**src/rtl/tdm_demux4.sv**
```systemverilog
// Four-channel TDM demultiplexer: a serial frame of four W-bit slots, marked by sync on the
// first bit, is split into per-channel registered words with completion pulses.
module tdm_demux4 #(
    parameter int unsigned W = 8
) (
    input  logic         clk,
    input  logic         rst,
    input  logic         en,
    input  logic         din,
    input  logic         sync,
    output logic [W-1:0] ch0,
    output logic [W-1:0] ch1,
    output logic [W-1:0] ch2,
    output logic [W-1:0] ch3,
    output logic [3:0]   ch_valid,
    output logic         frame_done,
    output logic         locked,
    output logic         sync_err
);

    localparam int unsigned CntW = (W > 2) ? $clog2(W) : 1;
    localparam int unsigned SW   = W - 1;
    localparam logic [CntW-1:0] LastBit = CntW'(W - 1);

    typedef enum logic [0:0] {StHunt, StLocked} state_e;

    state_e          state_q, state_d;
    logic [CntW-1:0] bit_q, bit_d;
    logic [1:0]      slot_q, slot_d;
    // Only the W-1 bits before the completing bit need storing; the last bit comes from din.
    logic [SW-1:0]   shift_q, shift_d;
    logic [W-1:0]    ch_q [4];
    logic [W-1:0]    ch_d [4];
    logic [3:0]      ch_valid_q, ch_valid_d;
    logic            frame_done_q, frame_done_d;
    logic            sync_err_q, sync_err_d;

    logic [W-1:0] word;
    logic         at_start;

    assign word     = {shift_q, din};
    assign at_start = (bit_q == '0) && (slot_q == 2'd0);

    always_comb begin
        state_d      = state_q;
        bit_d        = bit_q;
        slot_d       = slot_q;
        shift_d      = shift_q;
        ch_d         = ch_q;
        ch_valid_d   = 4'b0000;
        frame_done_d = 1'b0;
        sync_err_d   = 1'b0;

        if (en) begin
            unique case (state_q)
                StHunt: begin
                    if (sync) begin
                        state_d = StLocked;
                        shift_d = SW'(din);
                        bit_d   = CntW'(1);
                        slot_d  = 2'd0;
                    end
                end
                StLocked: begin
                    if (at_start && !sync) begin
                        sync_err_d = 1'b1;
                        state_d    = StHunt;
                        bit_d      = '0;
                        slot_d     = 2'd0;
                        shift_d    = '0;
                    end else if (!at_start && sync) begin
                        // Resynchronise: drop the partial word and restart the frame here.
                        sync_err_d = 1'b1;
                        shift_d    = SW'(din);
                        bit_d      = CntW'(1);
                        slot_d     = 2'd0;
                    end else begin
                        shift_d = word[SW-1:0];
                        if (bit_q == LastBit) begin
                            bit_d        = '0;
                            slot_d       = slot_q + 2'd1;
                            ch_d[slot_q] = word;
                            ch_valid_d   = 4'b0001 << slot_q;
                            frame_done_d = (slot_q == 2'd3);
                        end else begin
                            bit_d = bit_q + CntW'(1);
                        end
                    end
                end
                default: state_d = StHunt;
            endcase
        end
    end

    always_ff @(posedge clk) begin
        if (rst) begin
            state_q      <= StHunt;
            bit_q        <= '0;
            slot_q       <= 2'd0;
            shift_q      <= '0;
            ch_q         <= '{default: '0};
            ch_valid_q   <= 4'b0000;
            frame_done_q <= 1'b0;
            sync_err_q   <= 1'b0;
        end else begin
            state_q      <= state_d;
            bit_q        <= bit_d;
            slot_q       <= slot_d;
            shift_q      <= shift_d;
            ch_q         <= ch_d;
            ch_valid_q   <= ch_valid_d;
            frame_done_q <= frame_done_d;
            sync_err_q   <= sync_err_d;
        end
    end

    assign ch0        = ch_q[0];
    assign ch1        = ch_q[1];
    assign ch2        = ch_q[2];
    assign ch3        = ch_q[3];
    assign ch_valid   = ch_valid_q;
    assign frame_done = frame_done_q;
    assign sync_err   = sync_err_q;
    assign locked     = (state_q == StLocked);

endmodule

```
**config.mk**
```make
export PLATFORM = sky130hd
export DESIGN_NAME = tdm_demux4
export DESIGN_NICKNAME = d
export VERILOG_FILES = /design/src/rtl/tdm_demux4.sv
export SDC_FILE = /design/constraint.sdc
export NUM_CORES = 1
export LEC_CHECK = 0
export ABC_AREA = 1
export CORE_MARGIN = 8
export CORE_UTILIZATION = 35
export CTS_CLUSTER_DIAMETER = 200
export DETAILED_ROUTE_END_ITERATION = 8
export GPL_ROUTABILITY_DRIVEN = 0
export PLACE_DENSITY = 0.54
export SLEW_MARGIN = 20
export SYNTH_ARGS = -nofsm -noshare
export SYNTH_HDL_FRONTEND = slang
export SYNTH_SLANG_ARGS = --single-unit
```
**constraint.sdc**
```tcl
create_clock -name clk -period 2.5 [get_ports clk]
set_input_delay 0.25 -clock clk [delete_from_list [all_inputs] [get_ports clk]]
set_output_delay 0.25 -clock clk [all_outputs]
set_load 0.05 [all_outputs]
```
==> results.ini, run 1 <==
[clocking]
cts_hold_buf = 0
cts_buffer_depth = 2
cts_tree = done
clkLatencyLatePin_ps = 300
root_buffer = clkbuf_8
cts.repair.resized = 0
postCtsSetupBuffers = 0
cts.sinks = 51
h-tree-depth = 2
clk_pin_slew_worst_paths_ps = 90
cts_buffers = 5

[die]
ios = 44
core_mm2 = 0.00592
dieArea_mm2 = 0.00889
row_count = 28
fp.dieW_um = 94.3
chipHeight_um = 94.3
initial_core_util = 0.362

[yosys]
syn_nets = 303
ys_seq_area_frac = 0.476
avgSynthCellArea_um2 = 7.42
synth_top_area_share = 0.476
synth_cell_types = 16
syn_area_mm2 = 0.00215
yosysTopAreaCell = dfxtp_1
synth_area_leaders = dfxtp_1 (48%), a21oi_1 (10%), nand2_1 (9.8%)
ys_ff_latch = 51
yosysWarningCount = 0
syn_inst = 289

[global_routing]
grt_pass1_wl_mm = 8.36
grtUsageTotal = 0.118
grt_pass1_vias = 1761
overflow = 0
grt_max_degree = 60
antenna_found_initial = 0

[route]
vias_per_cell = 4.75
final_antenna_net_count = 0
drt-total-wl_mm = 5.16
num_vias = 1901
drc = 0
drt_iter0_drc = 79
post_drt_wl_per_cell_um = 12.9
drt-pass1-iter-count = 4

[min_path]
worstHoldStart = ch3[2]
min_to = ch3[2]
holdPathStages = 2
hold_class = flip-flop to flip-flop

[finish]
antenna_cells = 0
layout-drive-gt1-share = 0.0492
fill_cells = 633
finalNetCount = 338
layout.cells.non_filler = 400
syn2layout_area_growth_pct = 27.2

[sta]
max-slew-margin-rel = 0.552
slew_violations = 0
skew_ps = 4.35
setup_viol_count_final = 0
setup_ws_ps = 393
period_share = 0.843
setup_tns_ps = 0
rsz0062_at_grt = no
period_needed_ps = 2110
tightest_slew_ps = 670
hold_slack_ps = 467
finalHoldViolations = 0
fmax_ghz = 0.475

[critical_path]
timing.rr.end = ch3[0]
path_max_fanout = 59
worst-r2r-cell-count = 11
r2r_slack_ps = 390
slowest_delay_ps = 460
cp_data_arrival_time_ps = 2300
end_kind = flip-flop
crit_chain = inv_1, ha_1, nand2_1, nor2_1, ha_1, nand2_1, nor2_4, buf_12, nand2_2, nand2_1, a21oi_1
cpMaxStageDelayCell = dfxtp_1
r2r-start = slot_q[0]
worstPathRequired_ps = 2700
cp-start-kind = flip-flop
cp_common_cell = nand2_1
crit_type = flip-flop to flip-flop

[run_status]
outcome = completed

[power]
p_switching_w = 0.000405
p_leak_nw = 1.04
clkPwrFrac = 0.360
seq_power_share = 0.535
p_per_area_mw_per_mm2 = 580
switching_share = 0.256
combPwrFrac = 0.105
p_int_w = 0.00118
ir_drop_v = 0.000218

[placed_design]
placed_cells = 392
place.port_buffers = 43
pre_cts_slack_ps = 410
dp_hpwl_mm = 3.50

[run]
drv_cap = 0

==> placed cells by master (no fill, tap or decap), drive strengths merged <==
cell / Yosys / routed
clkinv: 1 / 3
nor2: 39 / 39
clkbuf: 10 / 5
clkdlybuf4s50: 0 / 43
ha: 9 / 9
buf: 9 / 4
o21ai: 8 / 8
nor3: 1 / 1
bufinv: 0 / 1
dfxtp: 51 / 51
nand2: 58 / 58
inv: 20 / 20
or2: 1 / 1
a21oi: 44 / 44
nand3: 38 / 38
==> worst max path at each step <==
stage | to | slack, ps | start
2_1_floorplan | ch3[0] | 590 | slot_q[0]
3_3_place_gp | ch3[7] | 460 | slot_q[0]
3_5_place_dp | ch3[0] | 410 | slot_q[0]
4_1_cts | ch3[0] | 390 | slot_q[0]
5_1_grt | ch3[0] | 190 | slot_q[0]
6_report | ch3[0] | 390 | slot_q[0]
==> synthesized netlist by cell type, drive strengths merged <==
cell type / instances
dfxtp: 51
nor3: 1
nor2: 39
nand2: 58
a21oi: 44
clkbuf: 10
or2: 1
inv: 20
ha: 9
o21ai: 8
buf: 9
clkinv: 1
nand3: 38
==> power groups by stage <==
stage | combinational, W | sequential [W] | clock, W
after global placement | 0.000167 | 0.000866 | 0
after floorplan | 0.000115 | 0.000868 | 0
after global routing | 0.000190 | 0.000851 | 0.000631
after CTS | 0.000168 | 0.000847 | 0.000592
after detailed placement | 0.000167 | 0.000866 | 0
final | 0.000166 | 0.000847 | 0.000570
==> area by class of cell <==
type,instances,area [um^2],share of cell area
Sequential cell,51,1020,0.374
Clock inverter,3,43.8,0.0160
Clock buffer,5,68.8,0.0252
Inverter,21,78.8,0.0289
Tap cell,75,93.8,0.0344
Timing Repair Buffer,47,473,0.173
Multi-Input combinational cell,198,951,0.348
==> stage by stage <==
| step | util | instance area, um^2 | power [W] |
|---|---|---|---|
| final | 0.461 | 2730 | 0.00158 |
| after global routing | 0.461 | 2730 | 0.00167 |
| after CTS | 0.461 | 2730 | 0.00161 |
| after detailed placement | 0.442 | 2620 | 0.00103 |
| after global placement | 0.442 | 2620 | 0.00103 |
| after floorplan | - | 2150 | 0.000983 |
==> routing by layer <==
layer | GRT usage | up-vias | wire length [um] | share of wire
met3 | 0.0328 | 6 | 275 | 0.053
li1 | - | 996 | - | -
met2 | 0.185 | 32 | 2200 | 0.43
met4 | 0.0515 | 0 | 83 | 0.016
met1 | 0.148 | 867 | 2600 | 0.50
met5 | 0 | - | 0 | 0
==> registers in the layout (all words and copies together) (netlist names) <==
name / cells
ch3: 8
locked: 1
ch1: 8
bit_q: 3
ch_valid: 4
ch0: 8
ch2: 8
frame_done: 1
sync_err: 1
slot_q: 2
shift_q: 7
==> kinds of logic after synthesis <==
| logic type | after synthesis | share of synthesized area |
|---|---|---|
| AO/OA/AOI/OAI | 52 | 0.121 |
| flip-flops | 51 | 0.476 |
| buffers and inverters | 40 | 0.0810 |
| adder cells (fa/ha/maj) | 9 | 0.0525 |
| AND/OR/NAND/NOR | 137 | 0.269 |
==> worst max-delay path, delay by kind of cell (launching register included) <==
kind / cells / cell delay (ps)
simple gates: 6 / 580
compound gates: 1 / 70
buf+inv: 2 / 360
flops: 1 / 460
fa+ha+maj: 2 / 520
No activity file was read; power rests on OpenSTA's default activity.
==> run 2: changes to the inputs <==
- clock period: 2.5 -> 2.1 ns (I/O delays scaled with it)
==> results.ini, run 2 (synthesis results as in run 1) <==
[global_routing]
antenna_found_initial = 0  ; unchanged
grtUsageTotal = 0.122  ; was 0.118
grt_max_degree = 42  ; was 60
grt_pass1_wl_mm = 8.65  ; was 8.36 mm
grt_pass1_vias = 1819  ; was 1761
overflow = 0  ; unchanged

[clocking]
cts_buffers = 5  ; unchanged
cts.sinks = 51  ; unchanged
h-tree-depth = 2  ; unchanged
cts.repair.resized = 0  ; unchanged
clk_pin_slew_worst_paths_ps = 100  ; was 90 ps
root_buffer = clkbuf_8  ; unchanged
clkLatencyLatePin_ps = 300  ; about the same
cts_buffer_depth = 2  ; unchanged
postCtsSetupBuffers = 0  ; unchanged
cts_hold_buf = 0  ; unchanged
cts_tree = done  ; unchanged

[sta]
rsz0062_at_grt = no  ; unchanged
max-slew-margin-rel = 0.621  ; was 0.552
skew_ps = 6.97  ; was 4.35 ps
period_share = 0.900  ; was 0.843
setup_tns_ps = 0  ; unchanged
hold_slack_ps = 467  ; about the same
slew_violations = 0  ; unchanged
fmax_ghz = 0.529  ; was 0.475 GHz
period_needed_ps = 1890  ; was 2110 ps
tightest_slew_ps = 569  ; was 670 ps
setup_viol_count_final = 0  ; unchanged
setup_ws_ps = 211  ; was 393 ps
finalHoldViolations = 0  ; unchanged

[die]
fp.dieW_um = 94.3  ; unchanged
core_mm2 = 0.00592  ; unchanged
dieArea_mm2 = 0.00889  ; unchanged
row_count = 28  ; unchanged
chipHeight_um = 94.3  ; unchanged
initial_core_util = 0.362  ; unchanged
ios = 44  ; unchanged

[run_status]
outcome = completed  ; unchanged

[route]
drt_iter0_drc = 86  ; was 79
drc = 0  ; unchanged
final_antenna_net_count = 0  ; unchanged
num_vias = 1893  ; was 1901
drt-total-wl_mm = 5.26  ; was 5.16 mm
post_drt_wl_per_cell_um = 13.1  ; was 12.9 um
drt-pass1-iter-count = 4  ; unchanged
vias_per_cell = 4.70  ; was 4.75

[run]
drv_cap = 0  ; unchanged

[min_path]
hold_class = flip-flop to flip-flop  ; unchanged
holdPathStages = 2  ; unchanged

[placed_design]
place.port_buffers = 43  ; unchanged
pre_cts_slack_ps = 213  ; was 410 ps
dp_hpwl_mm = 3.52  ; was 3.50 mm

[critical_path]
cp-start-kind = flip-flop  ; unchanged
worst-r2r-cell-count = 10  ; was 11
end_kind = flip-flop  ; unchanged
worstPathRequired_ps = 2350  ; was 2700 ps
path_max_fanout = 17  ; was 59
cpMaxStageDelayCell = dfxtp_1  ; unchanged
slowest_delay_ps = 390  ; was 460 ps
crit_chain = inv_1, ha_1, nand2_1, nor2_1, ha_1, nand2_1, nor2_4, buf_4, nand3_1, a21oi_1  ; was inv_1, ha_1, nand2_1, nor2_1, ha_1, nand2_1, nor2_4, buf_12, nand2_2, nand2_1, a21oi_1
cp_data_arrival_time_ps = 2130  ; was 2300 ps
crit_type = flip-flop to flip-flop  ; unchanged

[finish]
final_common_cell = nand2_1  ; unchanged
final_cell_mix = nand2_1 (56), dfxtp_1 (51), a21oi_1 (44)  ; unchanged
finalNetCount = 341  ; was 338
syn2layout_area_growth_pct = 27.0  ; was 27.2%
antenna_cells = 0  ; unchanged
layout-drive-gt1-share = 0.0549  ; was 0.0492

[power]
fin_total_pwr_w = 0.00177  ; was 0.00158 W
p_leak_nw = 1.04  ; about the same
ir_drop_v = 0.000243  ; was 0.000218 V
p_per_area_mw_per_mm2 = 650  ; was 580 mW/mm^2

==> run 2: cell types whose count changed in the layout (fill, tap and decap cells not counted), sizes merged <==
cell / delta
clkbuf: +1
bufinv: -1
buf: +3
clkinvlp: +1
clkinv: -1
==> run 2: through the flow <==
step / cells / area, um^2 / util
2_1_floorplan: 289 / 2150 / -
3_3_place_gp: 395 / 2640 / 0.446
3_5_place_dp: 395 / 2640 / 0.446
4_1_cts: 403 / 2730 / 0.460
5_1_grt: 403 / 2730 / 0.460
6_report: 403 / 2730 / 0.460
==> run 2: worst paths after layout <==
kind / from / endpoint / slack [ps]
setup reg to reg: slot_q[1] / ch3[5] / 210
hold reg to reg: ch3[3] / ch3[3] / 470
hold / removal: ch3[3] / ch3[3] / 470
setup / recovery: slot_q[1] / ch3[5] / 210
==> run 2: report_power, final <==
part | switching [W] | internal (W) | total, W | leakage, nW
Sequential | 0.0000185 | 0.000987 | 0.00101 | 0.413
Clock | 0.000326 | 0.000234 | 0.000560 | 0.0412
Combinational | 0.000140 | 0.0000650 | 0.000205 | 0.589
==> run 2: cell type report <==
cell class | count | area (um^2)
Sequential cell | 51 | 1020
Fill cell | 636 | 3200
Inverter | 21 | 78.8
Clock inverter | 2 | 12.5
Tap cell | 75 | 93.8
Timing Repair Buffer | 50 | 495
Multi-Input combinational cell | 198 | 951
Clock buffer | 6 | 72.6
==> run 2: metal layers <==
metal | track usage | up-vias | routed length (um)
li1 | - | 1006 | -
met3 | 0.0280 | 7 | 349
met1 | 0.150 | 839 | 2520
met2 | 0.195 | 41 | 2310
met4 | 0.0594 | 0 | 85
met5 | 0 | - | 0
==> run 2: worst max-delay path, delay by kind of cell, from the launching register on <==
family	cells	cell delay [ps]
buf+inv	2	340
compound gates	1	150
fa+ha+maj	2	490
simple gates	5	450
flops	1	390
==> run 3: changes to the inputs <==
- clock period: 2.1 -> 2.2 ns (I/O delays scaled with it)
==> results.ini, run 3 (synthesis results as in run 1) <==
[run_status]
outcome = completed  ; unchanged

[critical_path]
end_kind = flip-flop  ; unchanged
startpoint = slot_q[1]  ; unchanged
cp-start-kind = flip-flop  ; unchanged
crit_buf_inv = 2  ; unchanged
crit_chain = inv_1, ha_1, nand2_1, nor2_1, ha_1, nand2_1, nor2_4, buf_4, nand2_2, nand2_1, a21oi_1  ; was inv_1, ha_1, nand2_1, nor2_1, ha_1, nand2_1, nor2_4, buf_4, nand3_1, a21oi_1
r2r_slack_ps = 230  ; was 210 ps
path_max_fanout = 18  ; was 17
cp_data_arrival_time_ps = 2170  ; was 2130 ps
r2r-start = slot_q[1]  ; unchanged
crit_type = flip-flop to flip-flop  ; unchanged
worst-r2r-cell-count = 11  ; was 10
cpMaxStageDelayCell = dfxtp_1  ; unchanged
slowest_delay_ps = 380  ; was 390 ps
worstSetupPathDepth = 11  ; was 10
worstPathRequired_ps = 2400  ; was 2350 ps
cp_top_family = simple AND/OR/NAND/NOR gates  ; was adder cells
cp_common_cell = nand2_1

[global_routing]
busiest_layer = met2  ; unchanged
grt_pass1_vias = 1733  ; was 1819
grt_use_met1 = 0.143  ; was 0.150
grtUsageTotal = 0.116  ; was 0.122
grt_max_degree = 42  ; unchanged
met2_usage = 0.178  ; was 0.195
grt_use_met3 = 0.0408  ; was 0.0280
grt_pass1_wl_mm = 8.14  ; was 8.65 mm
antenna_found_initial = 0  ; unchanged
overflow = 0  ; unchanged

[route]
vias_per_cell = 4.68  ; was 4.70
post_drt_wl_per_cell_um = 12.7  ; was 13.1 um
drt-pass1-iter-count = 5  ; was 4
drt-total-wl_mm = 5.14  ; was 5.26 mm
num_vias = 1887  ; was 1893
final_antenna_net_count = 0  ; unchanged
drt_iter0_drc = 67  ; was 86
drc = 0  ; unchanged

[sta]
tightest_slew_ps = 564  ; was 569 ps
setup_viol_count_final = 0  ; unchanged
finalHoldViolations = 0  ; unchanged
skew_ps = 4.27  ; was 6.97 ps
setup_tns_ps = 0  ; unchanged
rsz0062_at_grt = no  ; unchanged
period_share = 0.895  ; was 0.900
max-slew-margin-rel = 0.624  ; was 0.621
slew_violations = 0  ; unchanged
period_needed_ps = 1970  ; was 1890 ps
fmax_ghz = 0.508  ; was 0.529 GHz

[finish]
layout.cells.non_filler = 403  ; unchanged
finalNetCount = 341  ; unchanged
syn2layout_area_growth_pct = 28.5  ; was 27.0%
final_cell_mix = nand2_1 (56), dfxtp_1 (51), a21oi_1 (44)  ; unchanged
fin_area_mm2 = 0.00276  ; was 0.00273 mm^2
antenna_cells = 0  ; unchanged
fin_util = 0.466  ; was 0.460
layout-drive-gt1-share = 0.0579  ; was 0.0549
final_common_cell = nand2_1  ; unchanged

[placed_design]
placed_cells = 395  ; unchanged
dp_hpwl_mm = 3.57  ; was 3.52 mm
place_area_mm2 = 0.00264  ; unchanged
place.port_buffers = 43  ; unchanged

[clocking]
clkLatencyLatePin_ps = 300  ; about the same
clk_pin_slew_worst_paths_ps = 90  ; was 100 ps
postCtsSetupBuffers = 0  ; unchanged
cts.sinks = 51  ; unchanged
root_buffer = clkbuf_8  ; unchanged
h-tree-depth = 2  ; unchanged
cts_buffer_depth = 2  ; unchanged
cts_buffers = 5  ; unchanged
cts.repair.resized = 0  ; unchanged
cts_hold_buf = 0  ; unchanged
cts_tree = done  ; unchanged

[die]
chipHeight_um = 94.3  ; unchanged
core_mm2 = 0.00592  ; unchanged
dieArea_mm2 = 0.00889  ; unchanged
fp.dieW_um = 94.3  ; unchanged
ios = 44  ; unchanged
initial_core_util = 0.362  ; unchanged
row_count = 28  ; unchanged

[power]
fin_total_pwr_w = 0.00183  ; was 0.00177 W
ir_drop_v = 0.000337  ; was 0.000243 V
p_per_area_mw_per_mm2 = 664  ; was 650 mW/mm^2
p_leak_nw = 1.06  ; was 1.04 nW

[run]
drv_cap = 0  ; unchanged

[min_path]
worstHoldStart = ch3[5]  ; was ch3[3]
holdPathStages = 2  ; unchanged
hold_class = flip-flop to flip-flop  ; unchanged

run 3: power breakdown:
group	internal (W)	leakage (nW)	total (W)	switching, W
Combinational	0.0000624	0.589	0.000196	0.000133
Sequential	0.000942	0.413	0.000960	0.0000174
Clock	0.000368	0.0612	0.000675	0.000307
Total	0.00137	1.06	0.00183	0.000457
run 3: area by class of cell:
cell class	count	area, um^2
fillers	623	3160
flip-flops and latches	51	1020
multi-input cells	198	951
repair buffers	50	495
well taps	75	93.8
clock buffers	6	82.6
inverters	21	78.8
clock inverters	2	35.0
run 3: path summary, 6_finish.rpt:
check	end
worst max-delay path	ch3[3]
worst min-delay path	ch3[5]
worst max register to register	ch3[3]
worst min register to register	ch3[5]
run 3: tightest hold or removal path: stages, from the launching register on:
cell     delay [ps]
dfxtp_1         320
nand2_1          60
a21oi_1          50
run 3: metal layers:
metal	vias up	part of all wire
met5	-	0
met4	0	0.013
met3	4	0.064
met2	46	0.42
met1	835	0.50
li1	1002	-
run 3: through the flow:
step / setup WS, ps / hold WS (ps)
3_5_place_dp: 211 / 454
2_1_floorplan: 295 / 289
6_report: 231 / 469
5_1_grt: 59.0 / 498
3_3_place_gp: 254 / 450
4_1_cts: 221 / 473
